[src/rtl/ifu_fetch.sv]
// Instruction fetch unit: budgeted pipelined memory reads, response FIFO, {pc, inst} to IF/ID.
// Define IFU_PERF_CNT_EN to implement the delivered/dropped performance counters.
module ifu_fetch #(
    parameter int unsigned           ADDR_WIDTH = 32,
    parameter int unsigned           DATA_WIDTH = 32,
    parameter logic [ADDR_WIDTH-1:0] RESET_PC   = '0,
    parameter int unsigned           DEPTH      = 2,
    parameter logic [DATA_WIDTH-1:0] NOP_INST   = DATA_WIDTH'(32'h0000_0013)
) (
    input  logic                  clk,
    input  logic                  rst,
    input  logic                  ifu_jump_flag_i,
    input  logic [ADDR_WIDTH-1:0] ifu_jump_addr_i,
    input  logic                  ifu_hold_flag_i,
    output logic                  ifu_mem_req_o,
    output logic [ADDR_WIDTH-1:0] ifu_mem_addr_o,
    input  logic                  ifu_mem_gnt_i,
    input  logic                  ifu_mem_rvalid_i,
    input  logic [DATA_WIDTH-1:0] ifu_mem_rdata_i,
    output logic [ADDR_WIDTH-1:0] ifu_pc_o,
    output logic [DATA_WIDTH-1:0] ifu_inst_data_o,
    output logic                  ifu_inst_valid_o,
    output logic [31:0]           ifu_perf_fetch_cnt_o,
    output logic [31:0]           ifu_perf_drop_cnt_o
);

    localparam int unsigned CW = $clog2(DEPTH + 1);
    localparam int unsigned PW = (DEPTH > 1) ? $clog2(DEPTH) : 1;

    logic [ADDR_WIDTH-1:0] fetch_pc_q, fetch_pc_d;
    logic [ADDR_WIDTH-1:0] resp_pc_q, resp_pc_d;
    logic [CW-1:0]         outst_cnt_q, outst_cnt_d;
    logic [CW-1:0]         discard_cnt_q, discard_cnt_d;
    logic [CW-1:0]         fifo_cnt_q, fifo_cnt_d;
    logic [PW-1:0]         wr_ptr_q, wr_ptr_d;
    logic [PW-1:0]         rd_ptr_q, rd_ptr_d;
    logic [ADDR_WIDTH-1:0] fifo_pc_q   [DEPTH];
    logic [DATA_WIDTH-1:0] fifo_inst_q [DEPTH];

    logic [CW:0]           budget;
    logic                  grant;
    logic                  rvalid_ok;
    logic                  drop;
    logic                  push;
    logic                  pop;
    logic                  fifo_nonempty;
    logic [ADDR_WIDTH-1:0] jump_tgt;
    logic                  unused_jump_lsbs;

    function automatic logic [PW-1:0] ptr_inc(input logic [PW-1:0] p);
        return (p == PW'(DEPTH - 1)) ? '0 : p + PW'(1);
    endfunction

    // Outstanding requests reserve a FIFO slot, so a push can never find the FIFO full.
    assign budget        = {1'b0, outst_cnt_q} + {1'b0, fifo_cnt_q};
    assign ifu_mem_req_o = !rst && (budget < (CW + 1)'(DEPTH));
    assign ifu_mem_addr_o = fetch_pc_q;

    assign grant         = ifu_mem_req_o && ifu_mem_gnt_i;
    assign rvalid_ok     = ifu_mem_rvalid_i && (outst_cnt_q != '0);
    assign drop          = rvalid_ok && (ifu_jump_flag_i || (discard_cnt_q != '0));
    assign push          = rvalid_ok && !drop;
    assign fifo_nonempty = (fifo_cnt_q != '0);
    assign pop           = !ifu_jump_flag_i && !ifu_hold_flag_i && fifo_nonempty;
    assign jump_tgt      = {ifu_jump_addr_i[ADDR_WIDTH-1:2], 2'b00};
    assign unused_jump_lsbs = ^ifu_jump_addr_i[1:0];

    always_comb begin
        outst_cnt_d   = outst_cnt_q + CW'(grant) - CW'(rvalid_ok);
        discard_cnt_d = discard_cnt_q;
        fifo_cnt_d    = fifo_cnt_q + CW'(push) - CW'(pop);
        wr_ptr_d      = push ? ptr_inc(wr_ptr_q) : wr_ptr_q;
        rd_ptr_d      = pop  ? ptr_inc(rd_ptr_q) : rd_ptr_q;
        fetch_pc_d    = grant ? fetch_pc_q + ADDR_WIDTH'(4) : fetch_pc_q;
        resp_pc_d     = push  ? resp_pc_q  + ADDR_WIDTH'(4) : resp_pc_q;
        if (drop && !ifu_jump_flag_i) begin
            discard_cnt_d = discard_cnt_q - CW'(1);
        end
        // Every request still in flight after this cycle (including a same-cycle grant) is stale;
        // earlier stale ones are already part of outst_cnt, so this is not added to discard_cnt.
        if (ifu_jump_flag_i) begin
            discard_cnt_d = outst_cnt_d;
            fifo_cnt_d    = '0;
            wr_ptr_d      = '0;
            rd_ptr_d      = '0;
            fetch_pc_d    = jump_tgt;
            resp_pc_d     = jump_tgt;
        end
    end

    always_ff @(posedge clk) begin
        if (rst) begin
            fetch_pc_q    <= RESET_PC;
            resp_pc_q     <= RESET_PC;
            outst_cnt_q   <= '0;
            discard_cnt_q <= '0;
            fifo_cnt_q    <= '0;
            wr_ptr_q      <= '0;
            rd_ptr_q      <= '0;
        end else begin
            fetch_pc_q    <= fetch_pc_d;
            resp_pc_q     <= resp_pc_d;
            outst_cnt_q   <= outst_cnt_d;
            discard_cnt_q <= discard_cnt_d;
            fifo_cnt_q    <= fifo_cnt_d;
            wr_ptr_q      <= wr_ptr_d;
            rd_ptr_q      <= rd_ptr_d;
        end
    end

    always_ff @(posedge clk) begin
        if (!rst && push) begin
            fifo_pc_q[wr_ptr_q]   <= resp_pc_q;
            fifo_inst_q[wr_ptr_q] <= ifu_mem_rdata_i;
        end
    end

    always_comb begin
        ifu_inst_valid_o = !rst && fifo_nonempty;
        ifu_pc_o         = resp_pc_q;
        ifu_inst_data_o  = NOP_INST;
        if (rst) begin
            ifu_pc_o = RESET_PC;
        end else if (fifo_nonempty) begin
            ifu_pc_o        = fifo_pc_q[rd_ptr_q];
            ifu_inst_data_o = fifo_inst_q[rd_ptr_q];
        end
    end

`ifdef IFU_PERF_CNT_EN
    logic [31:0] fetch_cnt_q;
    logic [31:0] drop_cnt_q;

    always_ff @(posedge clk) begin
        if (rst) begin
            fetch_cnt_q <= '0;
            drop_cnt_q  <= '0;
        end else begin
            if (pop) begin
                fetch_cnt_q <= fetch_cnt_q + 32'd1;
            end
            if (drop) begin
                drop_cnt_q <= drop_cnt_q + 32'd1;
            end
        end
    end

    assign ifu_perf_fetch_cnt_o = fetch_cnt_q;
    assign ifu_perf_drop_cnt_o  = drop_cnt_q;
`else
    assign ifu_perf_fetch_cnt_o = '0;
    assign ifu_perf_drop_cnt_o  = '0;
`endif

endmodule

[config.mk]
export PLATFORM = sky130hd
export DESIGN_NAME = ifu_fetch
export DESIGN_NICKNAME = d
export VERILOG_FILES = /design/src/rtl/ifu_fetch.sv
export SDC_FILE = /design/constraint.sdc
export NUM_CORES = 1
export LEC_CHECK = 0
export BUFFER_PORTS_ARGS = -buffer_cell sky130_fd_sc_hd__buf_2
export CAP_MARGIN = 0
export CORE_MARGIN = 4
export CORE_UTILIZATION = 40
export DETAILED_ROUTE_END_ITERATION = 10
export GPL_ROUTABILITY_DRIVEN = 0
export PLACE_DENSITY = 0.75
export SYNTH_ARGS = -nofsm -noshare
export SYNTH_HDL_FRONTEND = slang
export SYNTH_SLANG_ARGS = --single-unit
[constraint.sdc]
create_clock -name clk -period 8.6 [get_ports clk]
set_input_delay 0.43 -clock clk [delete_from_list [all_inputs] [get_ports clk]]
set_output_delay 0.43 -clock clk [all_outputs]
set_load 0.005 [all_outputs]
==> summary.md, run 1 <==
| Metric | Value |
|---|---|
| Outcome | `finished clean` |
| Synth top cells by count | `edfxtp_1 (124), dfxtp_1 (69), nand2_1 (69)` |
| Initial antenna violation count | `0` |
| Slack of the critical path | `5620 ps` |
| Synth top area share | `0.398` |
| Final-report hold violation count | `0` |
| Grt total ovfl | `0` |
| Worst path max stage delay | `roughly 460 ps` |
| Top layer in use | `met4` |
| Global-route wire length before repair | `34.1 mm` |
| Syn Area/Cell | `~11 um2` |
| Largest cells by area after synthesis | `edfxtp_1 (40%), dfxtp_1 (15%), mux2i_1 (6.6%)` |
| Clock Latency Late Sink | `approximately 430 ps` |
| ANT cells | `0` |
| Final #Nets | `1,082` |
| Mux share of post-synthesis cell area | `0.0664` |
| WP data required | `8930 ps` |
| F_max | `0.336 GHz` |
| # setup viols final | `0` |
| Ys async rst share | `0` |
| Multi-input logic area | `3700 um2` |
| Met3 wire len | `between 1.5 and 2 mm` |
| Cell variety after synth | `58` |
| H-tree level count | `4` |
| Synth Flop Type | `edfxtp_1` |
| Worst min path class | `in2reg` |
| 1st-pass router iterations | `5` |
| Peak supply drop | `0.118 mV` |
| Die footprint | `25,900 um2` |
| Met1 Wirelength | `9.95 mm` |
| Tcrit/Tclk final | `0.346` |
| Worst-path clk slew | `roughly 70 ps` |
| Critical path endpoint category | `register` |
| Vias/cell | `5.19` |
| Worst-path cell chain | `and2_1 > fa_1 > nor4b_4 > buf_4 > inv_1 > ha_1 > inv_1 > ha_1 > xor2_1 > xnor2_1 > nor2_1 > o21ba_2` |
| Minimum clock period | `2980 ps` |
| DP Wirelength | `roughly 15 mm` |
| WL per Instance | `16.5 um` |
| Final setup TNS | `0 ps` |
| Layout cell share with drive strength beyond 1 | `0.212` |
| Netlist Area Pre-Place | `9350 um2` |
| Worst EP arrival | `~3300 ps` |
| Worst-Margin Slew | `1100 ps` |
| Reg2Reg Setup Slack | `roughly 5600 ps` |
| Area grow syn2layout | `15.6%` |
| Post-CTS resize count | `0` |
| Gate Count Post-Synth | `roughly 860` |
| Crit path launch | `outst_cnt_q[0]` |
| CP delay by family, top | `adder cells` |
| Clock root buffer | `clkbuf_16` |
| Number of top-level pins | `232` |
| Max-slew violation count | `0` |
| Compound-gate portion of the synthesized area | `0.112` |
| Worst slack, placed | `5630 ps` |
| Sink Count | `~190` |
| Final std cells w/o fill | `1,330` |
| Post-Route Skew | `13.9 ps` |
| Met2 WL post-DR | `9.91 mm` |
| Crit path depth | `12` |
| Die Wd | `~160 um` |
| Crit path buf inv count | `3` |
| Synth Area in Simple Gates | `0.155` |
| MaxCap Viol Count | `0` |
| Clk buf depth | `2` |
| Total Power | `2130 uW` |
| Slowest CP cell | `fa_1` |
| Synth Area in XOR/XNOR | `0.0225` |
| Placed inst area | `10,200 um2` |
| Critical R2R Launch | `outst_cnt_q[0]` |
| Iter 0 DRT Violations | `474` |
| Leakage | `0.00410 uW` |
| Crit start category | `register` |
| Main combinational cell family by area after synthesis | `simple AND/OR/NAND/NOR gates` |
| Filler cells | `2,113` |
| Pwr Density | `197 nW/um2` |
| Aggregate global-route resource usage | `0.162` |
| Post-synth top area cell | `edfxtp_1` |
| Final Instance Area | `10,800 um2` |
| Die height | `161 um` |
| Setup crit end | `discard_cnt_q[1]` |
| CTS Buf Count | `17` |
| Via Count | `about 6,900` |
| RSZ-0062 raised after global routing | `no` |
| Register area share after synthesis | `0.546` |
| Crit Path Max Fanout | `18` |
| Slew HR | `0.265` |
| Post-CTS Setup Bufs | `0` |
| Number of antenna-violating nets in the routed design | `0` |
| Placed Cells | `1,298` |
| Largest net degree at the start of global routing | `85` |
| Vias in the first global route | `about 6,400` |
| CTS tree | `yes` |
| Post-synthesis register bit count | `193` |
| Residual DRC | `0` |
| I/O Buffers | `around 160` |
| Critical path class | `reg2reg` |
| Total core area | `22,800 um2` |
| # rows | `55` |
| Top-count cell post-synth | `edfxtp_1` |
| Synth warnings | `0` |
| Reg area | `5110 um2` |
| DRT Wirelength | `21.9 mm` |
| Initial Util | `0.409` |
| Area share of fa/ha/maj cells after synthesis | `0.0115` |
| # hold bufs at CTS | `0` |
| Post-synth EDFFs | `124` |
| R2R cell count | `12` |
| Reg-to-reg critical path endpoint | `discard_cnt_q[1]` |
==> flip-flops by register name (all words and copies together), names as in the netlist, named ones only <==
signal / cells
discard_cnt_q: 2
fifo_inst_q: 64
ifu_mem_addr_o: 30
fifo_pc_q: 60
fifo_cnt_q: 2
outst_cnt_q: 2
wr_ptr_q: 1
rd_ptr_q: 1
resp_pc_q: 30
==> cell type report <==
type	instances	area share
Sequential cell	193	0.473
Multi-Input combinational cell	592	0.342
Timing Repair Buffer	169	0.0801
Clock buffer	22	0.0491
Tap cell	313	0.0362
Inverter	31	0.0108
Clock inverter	10	0.00880
==> power by group <==
part	internal, uW	switching (uW)	total (uW)
Combinational	95.1	141	236
Clock	472	342	814
Sequential	1030	47.6	1080
Total	1600	531	2130
==> worst min path at each step <==
stage	startpoint	endpoint	slack [ps]	depth (start not counted)
final	ifu_mem_rdata_i[2]	fifo_inst_q[1][2]	190	1
after global routing	ifu_mem_rdata_i[24]	fifo_inst_q[1][24]	160	1
after CTS	ifu_mem_rdata_i[28]	fifo_inst_q[0][28]	160	1
after detailed placement	resp_pc_q[15]	fifo_pc_q[0][15]	500	0
after global placement	resp_pc_q[15]	fifo_pc_q[1][15]	480	0
after floorplan	resp_pc_q[10]	fifo_pc_q[0][10]	420	0
==> cell families (layout without fill, tap and decap cells) <==
kind of cell | after synthesis | count (layout)
buffers and inverters | 146 | 232
other | 1 | 68
multiplexers | 62 | 62
flip-flops | 193 | 193
AO/OA/AOI/OAI | 155 | 155
AND/OR/NAND/NOR | 275 | 275
XOR/XNOR | 24 | 24
adder cells (fa/ha/maj) | 8 | 8
==> metal layers <==
layer  vias to the layer above  track usage
li1                       3333            -
met1                      3257        0.230
met2                       285        0.246
met3                        22       0.0462
met4                         0       0.0415
met5                         -            0
==> stage by stage <==
stage                util  hold slack, ps
floorplan               -             420
global placement    0.446             482
detailed placement  0.446             502
CTS                 0.473             165
global route        0.473             165
finish              0.473             187
==> worst register-to-register path: stages, from the launching register on <==
cell,delay [ps]
dfxtp_1,440
and2_1,180
fa_1,460
nor4b_4,290
buf_4,290
inv_1,100
ha_1,280
inv_1,40
ha_1,180
xor2_1,150
xnor2_1,190
nor2_1,60
o21ba_2,230
==> cells in the final DEF (no fill, tap or decap), drive strengths merged, types with 7 or more instances in the layout <==
master,netlist,layout
conb,1,68
nand4,25,25
a21boi,11,11
nor2,62,62
and3,9,9
edfxtp,124,124
and4,16,16
xor2,10,10
nand2,69,69
nor4,19,19
nor3,21,21
xnor2,14,14
o21bai,10,10
a211oi,30,30
clkbuf,35,22
ha,7,7
nand3,20,20
mux2i,62,62
dfxtp,69,69
o21ai,40,40
inv,30,33
a21oi,21,21
a31oi,9,9
o31ai,7,7
buf,80,169
Power figures use the tool's default switching activity.
==> inputs of run 2 (changes only) <==
PLACE_DENSITY = 0.77   (was 0.75)
clock period = 2.5 ns   (was 8.6 ns; I/O delays follow)
==> run 2 against run 1 <==
Against the previous run:
- largest cell class unchanged
- cell count increased by 3.7%
- sequential cell count unchanged
- largest power group unchanged
- power increased to 3.4 times the previous value
- combinational power increased to 4.4 times the previous value
- die area unchanged
- sequential share of layout area decreased by 2.2 points
- hold slack got worse by 150 ps
==> summary.md, run 2 (same netlist as run 1, synthesis figures left out) <==
| Metric | Value |
|---|---|
| Switching Power | `1930 uW (+260%)` |
| RSZ-0062 raised after global routing | `yes` |
| Pint | `5410 uW (+240%)` |
| Vias/cell | `5.16 (-0.52%)` |
| WP data required | `2820 ps (-6110 ps)` |
| Reg2Reg Setup Slack | `30 ps (-5590 ps)` |
| Largest net degree at the start of global routing | `63 (-26%)` |
| DP Wirelength | `15.6 mm (+6.5%)` |
| F_max | `0.405 GHz (+20%)` |
| Clock root buffer | `clkbuf_16` |
| Pwr Density | `646 nW/um2 (+230%)` |
| Hold Path Sink | `ifu_mem_addr_o[21]` |
| MaxCap Viol Count | `0 (unchanged)` |
| Worst-Margin Slew | `732 ps (-370 ps)` |
| # rows | `55 (unchanged)` |
| Slew HR | `0.510 (+0.245)` |
| Via Count | `7,114 (+3.1%)` |
| Iter 0 DRT Violations | `524 (+11%)` |
| CTS tree | `yes` |
| Filler cells | `2,032 (-3.8%)` |
| Number of top-level pins | `232 (unchanged)` |
| Critical path class | `reg2reg` |
| # setup viols final | `0 (unchanged)` |
| Most frequent cells in the layout | `buf_2 (161), edfxtp_1 (124), nand2_1 (68), conb_1 (68), dfxtp_1 (65)` |
| Switching Fraction | `0.263 (+0.0135)` |
| Max reg flops | `64 (unchanged)` |
| Vias in the first global route | `6,715 (+5.2%)` |
| Worst min path class | `in2reg` |
| Critical R2R Launch | `fifo_cnt_q[0]` |
| 1st-pass router iterations | `7 (+2)` |
| Global-route wire length before repair | `35.7 mm (+4.8%)` |
| Grt total ovfl | `0 (unchanged)` |
| ANT cells | `0 (unchanged)` |
| Clk pwr share | `0.355 (-0.027)` |
| Die footprint | `25,900 um2 (unchanged)` |
| Residual DRC | `0 (unchanged)` |
| Crit Path Max Fanout | `2 (-16)` |
| Minimum clock period | `2470 ps (-506 ps)` |
| Sequential power share | `0.505 (-0.002)` |
| Max-slew violation count | `0 (unchanged)` |
| Tcrit/Tclk final | `0.988 (+0.642)` |
| H-tree level count | `4 (unchanged)` |
| Critical path endpoint category | `register` |
| Hold depth | `3 (+2)` |
| Total Power | `7330 uW (+240%)` |
| Clock Latency Late Sink | `430 ps (about the same)` |
| Die Wd | `161 um (unchanged)` |
| Registers with the most flip-flops | `fifo_inst_q (64), fifo_pc_q (60)` |
| Reg area | `5110 um2 (about the same)` |
| Final hold slack | `34.5 ps (-153 ps)` |
| Area grow syn2layout | `21.4%` |
| Final #Nets | `1,131 (+4.5%)` |
| DRT Wirelength | `22.7 mm (+3.8%)` |
| Reg-to-reg critical path endpoint | `discard_cnt_q[1]` |
| Outcome | `finished clean` |
| Aggregate global-route resource usage | `0.171 (+0.00873)` |
| Final std cells w/o fill | `1,379 (+3.7%)` |
| Layout cell share with drive strength beyond 1 | `0.231 (+0.0184)` |
| Placed Cells | `1,313 (+1.2%)` |
| Total core area | `22,800 um2 (unchanged)` |
| Slack of the critical path | `29.8 ps (-5590 ps)` |
| Number of antenna-violating nets in the routed design | `0 (unchanged)` |
| Register name with the most flops | `fifo_inst_q` |
| Die height | `161 um (unchanged)` |
| R2R cell count | `11 (-1)` |
| Peak supply drop | `0.426 mV (+260%)` |
| Leakage | `0.00431 uW (+5.2%)` |
| Sink Count | `193 (unchanged)` |
| I/O Buffers | `161 (unchanged)` |
| Initial Util | `0.409 (unchanged)` |
| WL per Instance | `16.5 um (about the same)` |
| Most common cell after layout, fill and taps aside | `buf_2` |
| Final-report hold violation count | `0 (unchanged)` |
| Initial antenna violation count | `0 (unchanged)` |
| Worst slack, placed | `-30.7 ps (-5660 ps)` |
| CTS Buf Count | `17 (unchanged)` |
| Worst EP arrival | `2790 ps (-510 ps)` |
| Hold Crit Start | `ifu_jump_addr_i[21]` |
| Logic pwr share | `0.140 (+0.029)` |
| Multi-input logic area | `3770 um2 (+2.0%)` |
| Clk buf depth | `2 (unchanged)` |
| Worst-path clk slew | `80 ps (about the same)` |
| Crit start category | `register` |
| Post-Route Skew | `13.0 ps (-0.913 ps)` |
## run 2: changes by cell type in the layout (fill, tap and decap cells not counted), sizes merged
cell,previous run,this run
dlygate4sd3,0,33
buf,169,185
inv,33,40
clkinv,6,3
bufinv,2,0
clkbuf,22,20
## run 2: worst max-delay path by stage
| stage | startpoint | endpoint | slack (ps) |
|---|---|---|---|
| after detailed placement | fifo_cnt_q[0] | discard_cnt_q[1] | -30 |
| after global routing | fifo_cnt_q[0] | discard_cnt_q[1] | -80 |
| after CTS | fifo_cnt_q[0] | discard_cnt_q[1] | -9 |
| final | fifo_cnt_q[0] | discard_cnt_q[1] | 30 |
| after global placement | fifo_cnt_q[0] | discard_cnt_q[1] | 1 |
| after floorplan | discard_cnt_q[1] | fifo_inst_q[1][0] | -450 |
## run 2: timing repair
| action | CTS | global route |
|---|---|---|
| setup buffers | 2 | 0 |
| hold buffers | 33 | 0 |
| hold endpoints to repair | 65 | 0 |
| pin swaps | 2 | 1 |
| gates resized for setup | 2 | 3 |
| endpoints found under the setup margin | 1 | 53 |
## run 2: metal layers
layer / vias to the layer above / part of all wire / GRT usage
met5: - / 0 / 0
met1: 3397 / 0.45 / 0.234
met4: 0 / 0.011 / 0.0442
met2: 274 / 0.47 / 0.278
met3: 17 / 0.067 / 0.0362
li1: 3426 / - / -
## run 2: layout make-up
type                       count  area share
clock buffer                  20      0.0416
clock inverter                12     0.00783
inverter                      31      0.0105
multi-input combinational    592       0.332
sequential                   193       0.451
tap                          313      0.0345
timing repair buffer         218       0.123
## run 2: worst max-delay path, cell delays in order, from the launching register on
cell and delay [ps]:
dfxtp_2 320, and2_4 150, fa_2 470, nor4b_4 320, inv_4 70, ha_4 260
inv_2 30, ha_4 150, xor2_2 140, xnor2_1 190, nor2_1 60, o21ba_2 210
## run 2: per-stage QoR
step | utilization | TNS (ps) | area, um2
after floorplan | - | -45730 | 9680
after global placement | 0.456 | 0 | 10400
after detailed placement | 0.456 | -30.7 | 10400
after CTS | 0.496 | -9.33 | 11300
after global routing | 0.497 | -80.4 | 11300
final | 0.497 | 0 | 11300
## run 2: power by group through the flow
stage,clock network [uW],logic (uW),registers [uW]
after floorplan,0,669,3750
after global placement,0,916,3760
after detailed placement,0,932,3770
after CTS,2660,1020,3700
after global routing,2780,1140,3730
final,2600,1030,3700
